$ cat config.mk
export PLATFORM = sky130hd
export DESIGN_NAME = skeleton
export DESIGN_NICKNAME = d
export VERILOG_FILES = /design/src/rtl/skeleton_pkg.sv /design/src/rtl/skeleton_clkgen.sv /design/src/rtl/skeleton_models.sv /design/src/rtl/skeleton.sv
export SDC_FILE = /design/constraint.sdc
export NUM_CORES = 1
export LEC_CHECK = 0
export CAP_MARGIN = 20
export CELL_PAD_IN_SITES_DETAIL_PLACEMENT = 2
export CELL_PAD_IN_SITES_GLOBAL_PLACEMENT = 2
export CORE_AREA = 2 2 39 41
export DETAILED_ROUTE_END_ITERATION = 16
export DIE_AREA = 0 0 41 43
export HOLD_SLACK_MARGIN = 0.03
export PLACE_DENSITY_LB_ADDON = 0.3
export SYNTH_ARGS = -nofsm -noshare
export SYNTH_HDL_FRONTEND = slang
export SYNTH_HIERARCHICAL = 1
export SYNTH_SLANG_ARGS = --single-unit
$ cat constraint.sdc
create_clock -name clock -period 1.6 [get_ports clock]
set_clock_uncertainty 0.1 [all_clocks]
set_input_delay 0.32 -clock clock [delete_from_list [all_inputs] [get_ports clock]]
set_output_delay 0.32 -clock clock [all_outputs]
set_load 0.03 [all_outputs]
$ cat src/rtl/skeleton_pkg.sv
//------------------------------------------------------------------------------
// Module   : skeleton_pkg
// Brief    : Phase encoding, bus widths and opcodes shared by the skeleton slice.
// Revision : 1.0 - initial release
//------------------------------------------------------------------------------
`default_nettype none

package skeleton_pkg;

  typedef enum logic [1:0] {
    PH_PC    = 2'd0,
    PH_FETCH = 2'd1,
    PH_MEM   = 2'd2,
    PH_WB    = 2'd3
  } phase_t;

  localparam phase_t RESET_PHASE = PH_WB;

  localparam int IMEM_AW = 12;
  localparam int DMEM_AW = 12;
  localparam int DATA_W  = 32;
  localparam int REG_AW  = 5;

  localparam logic [4:0] OP_ADDI = 5'b00101;
  localparam logic [4:0] OP_SW   = 5'b00111;
  localparam logic [4:0] OP_LW   = 5'b01000;

  // Clock levels held during a phase, packed {processor, imem, dmem, regfile}.
  function automatic logic [3:0] phase_clocks(input phase_t p);
    case (p)
      PH_PC:    phase_clocks = 4'b1001;
      PH_FETCH: phase_clocks = 4'b1100;
      PH_MEM:   phase_clocks = 4'b0110;
      default:  phase_clocks = 4'b0011;
    endcase
  endfunction

endpackage

`default_nettype wire

$ cat src/rtl/skeleton_clkgen.sv
//------------------------------------------------------------------------------
// Module   : skeleton_clkgen
// Brief    : Four-phase counter producing flop-driven, glitch-free phase clocks.
// Revision : 1.0 - initial release
//------------------------------------------------------------------------------
`default_nettype none

module skeleton_clkgen
  import skeleton_pkg::*;
(
  input  logic clock,
  input  logic reset,
  output logic imem_clock,
  output logic dmem_clock,
  output logic processor_clock,
  output logic regfile_clock
);

  phase_t     r_phase;
  phase_t     w_next_phase;
  logic [3:0] w_next_clks;

  // Outputs are registered from the next-phase decode so they change only at clock edges.
  always_comb begin
    w_next_phase = phase_t'(r_phase + 2'd1);
    if (reset) begin
      w_next_phase = RESET_PHASE;
    end
    w_next_clks = phase_clocks(w_next_phase);
  end

  always_ff @(posedge clock) begin
    r_phase <= w_next_phase;
    {processor_clock, imem_clock, dmem_clock, regfile_clock} <= w_next_clks;
  end

endmodule

`default_nettype wire

$ cat src/rtl/skeleton_models.sv
//------------------------------------------------------------------------------
// Module   : processor / imem / dmem / regfile
// Brief    : Minimal stand-ins for the attached cores (addi/sw/lw subset).
// Revision : 1.0 - initial release
//------------------------------------------------------------------------------
`default_nettype none

// Resets are asynchronous: the phase clocks are parked while reset is held.
module processor
  import skeleton_pkg::*;
(
  input  logic                 clock,
  input  logic                 reset,
  output logic [IMEM_AW-1:0]   address_imem,
  input  logic [DATA_W-1:0]    q_imem,
  output logic [DMEM_AW-1:0]   address_dmem,
  output logic [DATA_W-1:0]    data,
  output logic                 wren,
  input  logic [DATA_W-1:0]    q_dmem,
  output logic                 ctrl_writeEnable,
  output logic [REG_AW-1:0]    ctrl_writeReg,
  output logic [REG_AW-1:0]    ctrl_readRegA,
  output logic [REG_AW-1:0]    ctrl_readRegB,
  output logic [DATA_W-1:0]    data_writeReg,
  input  logic [DATA_W-1:0]    data_readRegA,
  input  logic [DATA_W-1:0]    data_readRegB
);

  logic [IMEM_AW-1:0] r_pc;
  logic [4:0]         w_op;
  logic [DATA_W-1:0]  w_sum;

  // All-ones reset value makes the first processor edge land on address 0.
  always_ff @(posedge clock or posedge reset) begin
    if (reset) r_pc <= '1;
    else       r_pc <= r_pc + 1'b1;
  end

  assign w_op             = q_imem[31:27];
  assign w_sum            = data_readRegA + {{15{q_imem[16]}}, q_imem[16:0]};
  assign address_imem     = r_pc;
  assign address_dmem     = w_sum[DMEM_AW-1:0];
  assign data             = data_readRegB;
  assign wren             = !reset && (w_op == OP_SW);
  assign ctrl_writeEnable = !reset && ((w_op == OP_ADDI) || (w_op == OP_LW));
  assign ctrl_writeReg    = q_imem[26:22];
  assign ctrl_readRegA    = q_imem[21:17];
  assign ctrl_readRegB    = q_imem[26:22];
  assign data_writeReg    = (w_op == OP_LW) ? q_dmem : w_sum;

endmodule

module imem
  import skeleton_pkg::*;
(
  input  logic [IMEM_AW-1:0] address,
  input  logic               clock,
  output logic [DATA_W-1:0]  q
);

  // Smoke-test program: addi $1,$0,5 ; sw $1,0($0) ; then nops.
  always_ff @(posedge clock) begin
    case (address)
      12'd0:   q <= 32'h2840_0005;
      12'd1:   q <= 32'h3840_0000;
      default: q <= 32'h0000_0000;
    endcase
  end

endmodule

module dmem
  import skeleton_pkg::*;
(
  input  logic [DMEM_AW-1:0] address,
  input  logic               clock,
  input  logic [DATA_W-1:0]  data,
  input  logic               wren,
  output logic [DATA_W-1:0]  q
);

  logic [DATA_W-1:0] r_mem [2**DMEM_AW];

  always_ff @(posedge clock) begin
    if (wren) r_mem[address] <= data;
    q <= r_mem[address];
  end

endmodule

module regfile
  import skeleton_pkg::*;
(
  input  logic              clock,
  input  logic              ctrl_writeEnable,
  input  logic              ctrl_reset,
  input  logic [REG_AW-1:0] ctrl_writeReg,
  input  logic [REG_AW-1:0] ctrl_readRegA,
  input  logic [REG_AW-1:0] ctrl_readRegB,
  input  logic [DATA_W-1:0] data_writeReg,
  output logic [DATA_W-1:0] data_readRegA,
  output logic [DATA_W-1:0] data_readRegB
);

  logic [DATA_W-1:0] r_regs [2**REG_AW];

  always_ff @(posedge clock or posedge ctrl_reset) begin
    if (ctrl_reset) begin
      for (int i = 0; i < 2**REG_AW; i++) r_regs[i] <= '0;
    end else if (ctrl_writeEnable && (ctrl_writeReg != '0)) begin
      r_regs[ctrl_writeReg] <= data_writeReg;
    end
  end

  assign data_readRegA = r_regs[ctrl_readRegA];
  assign data_readRegB = r_regs[ctrl_readRegB];

endmodule

`default_nettype wire

$ cat src/rtl/skeleton.sv
//------------------------------------------------------------------------------
// Module   : skeleton
// Brief    : Single-cycle processor wrapper; phase clock generator plus wiring.
// Revision : 1.0 - initial release
//------------------------------------------------------------------------------
`default_nettype none

module skeleton
  import skeleton_pkg::*;
(
  input  logic clock,
  input  logic reset,
  output logic imem_clock,
  output logic dmem_clock,
  output logic processor_clock,
  output logic regfile_clock
);

  logic [IMEM_AW-1:0] w_address_imem;
  logic [DATA_W-1:0]  w_q_imem;
  logic [DMEM_AW-1:0] w_address_dmem;
  logic [DATA_W-1:0]  w_data;
  logic               w_wren;
  logic [DATA_W-1:0]  w_q_dmem;
  logic               w_ctrl_write_enable;
  logic [REG_AW-1:0]  w_ctrl_write_reg;
  logic [REG_AW-1:0]  w_ctrl_read_reg_a;
  logic [REG_AW-1:0]  w_ctrl_read_reg_b;
  logic [DATA_W-1:0]  w_data_write_reg;
  logic [DATA_W-1:0]  w_data_read_reg_a;
  logic [DATA_W-1:0]  w_data_read_reg_b;

  skeleton_clkgen u_clkgen (
    .clock           (clock),
    .reset           (reset),
    .imem_clock      (imem_clock),
    .dmem_clock      (dmem_clock),
    .processor_clock (processor_clock),
    .regfile_clock   (regfile_clock)
  );

  processor u_processor (
    .clock            (processor_clock),
    .reset            (reset),
    .address_imem     (w_address_imem),
    .q_imem           (w_q_imem),
    .address_dmem     (w_address_dmem),
    .data             (w_data),
    .wren             (w_wren),
    .q_dmem           (w_q_dmem),
    .ctrl_writeEnable (w_ctrl_write_enable),
    .ctrl_writeReg    (w_ctrl_write_reg),
    .ctrl_readRegA    (w_ctrl_read_reg_a),
    .ctrl_readRegB    (w_ctrl_read_reg_b),
    .data_writeReg    (w_data_write_reg),
    .data_readRegA    (w_data_read_reg_a),
    .data_readRegB    (w_data_read_reg_b)
  );

  imem u_imem (
    .address (w_address_imem),
    .clock   (imem_clock),
    .q       (w_q_imem)
  );

  dmem u_dmem (
    .address (w_address_dmem),
    .clock   (dmem_clock),
    .data    (w_data),
    .wren    (w_wren),
    .q       (w_q_dmem)
  );

  regfile u_regfile (
    .clock            (regfile_clock),
    .ctrl_writeEnable (w_ctrl_write_enable),
    .ctrl_reset       (reset),
    .ctrl_writeReg    (w_ctrl_write_reg),
    .ctrl_readRegA    (w_ctrl_read_reg_a),
    .ctrl_readRegB    (w_ctrl_read_reg_b),
    .data_writeReg    (w_data_write_reg),
    .data_readRegA    (w_data_read_reg_a),
    .data_readRegB    (w_data_read_reg_b)
  );

endmodule

`default_nettype wire

# After elaboration in Yosys (flattened, before gate mapping)
# Cells that the tools add are included.
# op_classes
n_reduce_logical	1
muxes	2
n_eq_ne	2
add_sub_neg	1
# ops
operator	n
$pmux 4 s3	1
$add 2x1->2 const B	1
$eq 2x1->1 const B	1
$eq 2x2->1 const B	1
$logic_not 2->1	1
$mux 2	1
# word_totals
register_bits	6
output_inout_bits	4

# Depth between registers and ports, before layout
# depth
ltp_word	4
mapped_depth	4

# Least setup slack after synthesis
# Ideal clock, no wire load.
# synth_path
kind	reg-to-reg
from	register u_clkgen.r_phase[0]
to	register u_clkgen.dmem_clock
path_slack_ns	0.446
path_stages_with_launch	5
t_required_ns	1.380
n_path_buf	0
setup_time_ns	0.120
t_arrival_ns	0.934
path_cell_list	dfxtp_1 > nor2b_2 > inv_2 > ha_1 > or2_1
# synth_between
elab_chain_cells	4
# synth_rtl
item	line_no	source
start, declared	skeleton_clkgen.sv:19	phase_t r_phase;
start signal, assigned	skeleton_clkgen.sv:33	r_phase <= w_next_phase;
$add 2x1->2 *	skeleton_clkgen.sv:25	w_next_phase = phase_t'(r_phase + 2'd1);
$mux 2 *	skeleton_clkgen.sv:26	if (reset) begin
named net u_clkgen.w_next_phase[0]	skeleton_clkgen.sv:20	phase_t w_next_phase;
$eq 2x2->1 (tied with other cells)	skeleton_pkg.sv:30	case (p)
$pmux 4 s3 *	skeleton_pkg.sv:30	
named net u_clkgen.w_next_clks[1]	skeleton_clkgen.sv:21	logic [3:0] w_next_clks;
end signal, assigned	skeleton_clkgen.sv:34	{processor_clock, imem_clock, dmem_clock, regfile_clock} <= w_next_clks;
end, declared	skeleton_clkgen.sv:14	output logic dmem_clock,
# Mark *: on every way through the listed nets, which the timed path passes. The rest lies on a longest branch.

# Final worst setup path
# layout_path
from	input reset
to	register u_clkgen.dmem_clock
# layout_between
elab_chain_cells	3
# layout_rtl
item	line_no	source
start, declared	skeleton.sv:12	input logic reset,
$mux 2 *	skeleton_clkgen.sv:26	
named net u_clkgen.w_next_phase[0]	skeleton_clkgen.sv:20	
$eq 2x2->1 (tied with other cells)	skeleton_pkg.sv:30	
$pmux 4 s3 *	skeleton_pkg.sv:30	
named net u_clkgen.w_next_clks[1]	skeleton_clkgen.sv:21	
# Marked as above.

==> results by group <==
Clocking
  • Number of CTS-inserted buffers: 3
  • Post-CTS sizing: 4
  • Worst-skew pair later-pin latency: 0.24 ns
  • H-Tree Level Count: 1
  • Hold-fix buffers, CTS: 0
  • CTS tree: yes
  • Clock slew at reported path FFs: 0.05 ns
  • CTS max path bufs: 2
  • Post-CTS Repair Setup Buffers: 0
  • CTS sink count: 6
  • Root Buffer: clkbuf_4

Hold path
  • Hold path startpoint: u_clkgen/r_phase[1]$_DFF_P_
  • Class of the worst hold path: flop to flop
  • Hold Path Depth: 2
  • WHS Endpoint: u_clkgen/r_phase[1]$_DFF_P_

Cells and area
  • Core Util, Final: 0.228
  • Final cell count without fillers: 43
  • Most common cell after layout, fill and taps aside: dfxtp_1
  • Antenna fix cells: 0
  • Fillers: 169
  • Fin nets: 35
  • Proportion of layout cells with a drive suffix above 1: 0.222
  • Commonest non-fill, non-tap cells in the layout: dfxtp_1 (6), dlygate4sd2_1 (4), ha_1 (4)
  • Area grow syn2layout: 43.2%

Power
  • Pwr Total: 0.000412 W
  • Leak: 0.153 nW
  • VDD IR max: 0.234 mV
  • Pwr dens: 1310 mW/mm²

Placed design
  • PortBufs: 5
  • Placed insts: 40
  • Post-place setup slack: -0.0627 ns
  • Routability Congestion: 0.652

Drt
  • Wirelength per Cell: 8.35 µm
  • DR DRC count: 0
  • Router iterations before antenna repair: 1
  • Routed WL: 359 µm
  • Routed vias/inst: 3.40
  • Iteration-0 DRC count of the detailed router: 0
  • Via count: 146
  • Antenna-violating nets left: 0

Setup path
  • R2R cell count: 4
  • Startpoint type of the worst setup path: primary input
  • Reg2reg end: u_clkgen/dmem_clock$_DFF_P_
  • Worst EP arrival: 1.43 ns
  • Setup CP Type: primary input to flop
  • Crit end category: flop
  • FF-to-FF Start: u_clkgen/r_phase[0]$_DFF_P_
  • Critical path fanouts, max: 3
  • R2r setup slk: 0.35 ns
  • Critical Path RT: 1.63 ns

STA
  • Max_slew headroom: 0.802
  • F_max: 715 MHz
  • Final period util: 0.874
  • Least-Margin Pin Slew: 0.298 ns
  • RSZ-0062 raised after global routing: no
  • Final worst slack: 0.202 ns
  • Final Hold Viols: 0
  • Slew Viols, Final: 0
  • TNS Setup: 0 ns
  • Post-layout min period: 1.40 ns
  • Final setup fails: 0

Synth
  • Synthesized instance count: 18
  • Synth area leader: dfxtp_1
  • FF+latch count, synth: 6
  • Yosys top cell area share: 0.545
  • Sequential area share after synthesis: 0.545
  • Synth cell types: 9
  • Syn Std Cell Area: 220 µm²
  • Mapped Nets: 24
  • Avg Cell Area, Syn: 12.2 µm²
  • Top post-synthesis cells by area: dfxtp_1 (55%), ha_1 (23%), or2_1 (5.7%), nor2b_2 (4.0%), xnor2_1 (4.0%)
  • Ys Warns: 6

Die
  • Die boundary height: 43 µm
  • Core area: 0.00138 mm²
  • Number of placement rows: 14
  • Die W: 41 µm
  • Initial Util: 0.159
  • Ports: 6
  • Die area: 0.00176 mm²

GRT
  • First-pass GRT wire length: 600 µm
  • Largest net degree at the start of global routing: 4
  • Vias in the first global route: 168
  • Grt ovf: 0
  • GRT Overall Usage: 0.0602
  • Initial antenna violation count: 0

Run status
  • Status: completed

Run
  • Total of max-cap violations: 0
==> cells by family after synthesis <==
| family | share of synthesized area |
|---|---|
| buffers and inverters | 0.0341 |
| xor gates and xnor gates | 0.0398 |
| adders and majority gates | 0.227 |
| and+or+nand+nor | 0.153 |
| DFF | 0.545 |
==> Yosys cell counts (all sizes together) <==
library cell	n
dfxtp	6
ha	4
inv	2
nand2b	1
nor2b	2
or2	2
xnor2	1
==> cell type report <==
type	count	area (µm²)	share of cell area
Timing Repair Buffer	6	52.6	0.167
Clock buffer	3	22.5	0.0714
Sequential cell	6	120	0.381
Inverter	2	7.51	0.0238
Tap cell	16	20.0	0.0635
Multi-Input combinational cell	10	92.6	0.294
==> through the flow <==
| stage | hold WS (ns) | area, µm² |
|---|---|---|
| 6_report | 0.469 | 315 |
| 4_1_cts | 0.484 | 315 |
| 2_1_floorplan | 0.339 | 220 |
| 5_1_grt | 0.511 | 315 |
| 3_5_place_dp | 0.466 | 298 |
| 3_3_place_gp | 0.441 | 298 |
==> per-layer routing <==
layer | vias to the layer above | global-route usage | wire length, µm
met5 | - | 0 | 0
met1 | 71 | 0.0450 | 128
met3 | 0 | 0.0157 | 18
met2 | 4 | 0.0875 | 212
li1 | 71 | - | -
met4 | 0 | 0.100 | 0
==> critical path: stages <==
cell,delay [ns]
clkdlybuf4s50_1,0.45
nor2b_2,0.20
inv_2,0.07
ha_1,0.18
or2_1,0.21
==> flip-flops by register name (all words and copies together) (netlist names) <==
| name | count |
|---|---|
| u_clkgen/dmem_clock | 1 |
| u_clkgen/imem_clock | 1 |
| u_clkgen/processor_clock | 1 |
| u_clkgen/r_phase | 2 |
| u_clkgen/regfile_clock | 1 |
==> worst max-delay path by stage <==
stage                                            from                          end  slack (ns)  cells after the start
after global placement                          reset  u_clkgen/dmem_clock$_DFF_P_       -0.04                      5
after CTS                                       reset  u_clkgen/dmem_clock$_DFF_P_        0.19                      5
after global routing                            reset  u_clkgen/dmem_clock$_DFF_P_        0.16                      5
final                                           reset  u_clkgen/dmem_clock$_DFF_P_        0.20                      5
after detailed placement                        reset  u_clkgen/dmem_clock$_DFF_P_       -0.06                      5
after floorplan           u_clkgen/r_phase[0]$_DFF_P_  u_clkgen/dmem_clock$_DFF_P_        0.45                      4
==> power breakdown <==
part	total, W	leakage [nW]	internal [W]	switching, W
Clock	0.000139	0.0138	0.0000848	0.0000541
Combinational	0.0000940	0.0884	0.0000353	0.0000587
Sequential	0.000179	0.0504	0.000173	0.00000593
Note: power is estimated with default switching activity, not from simulation.
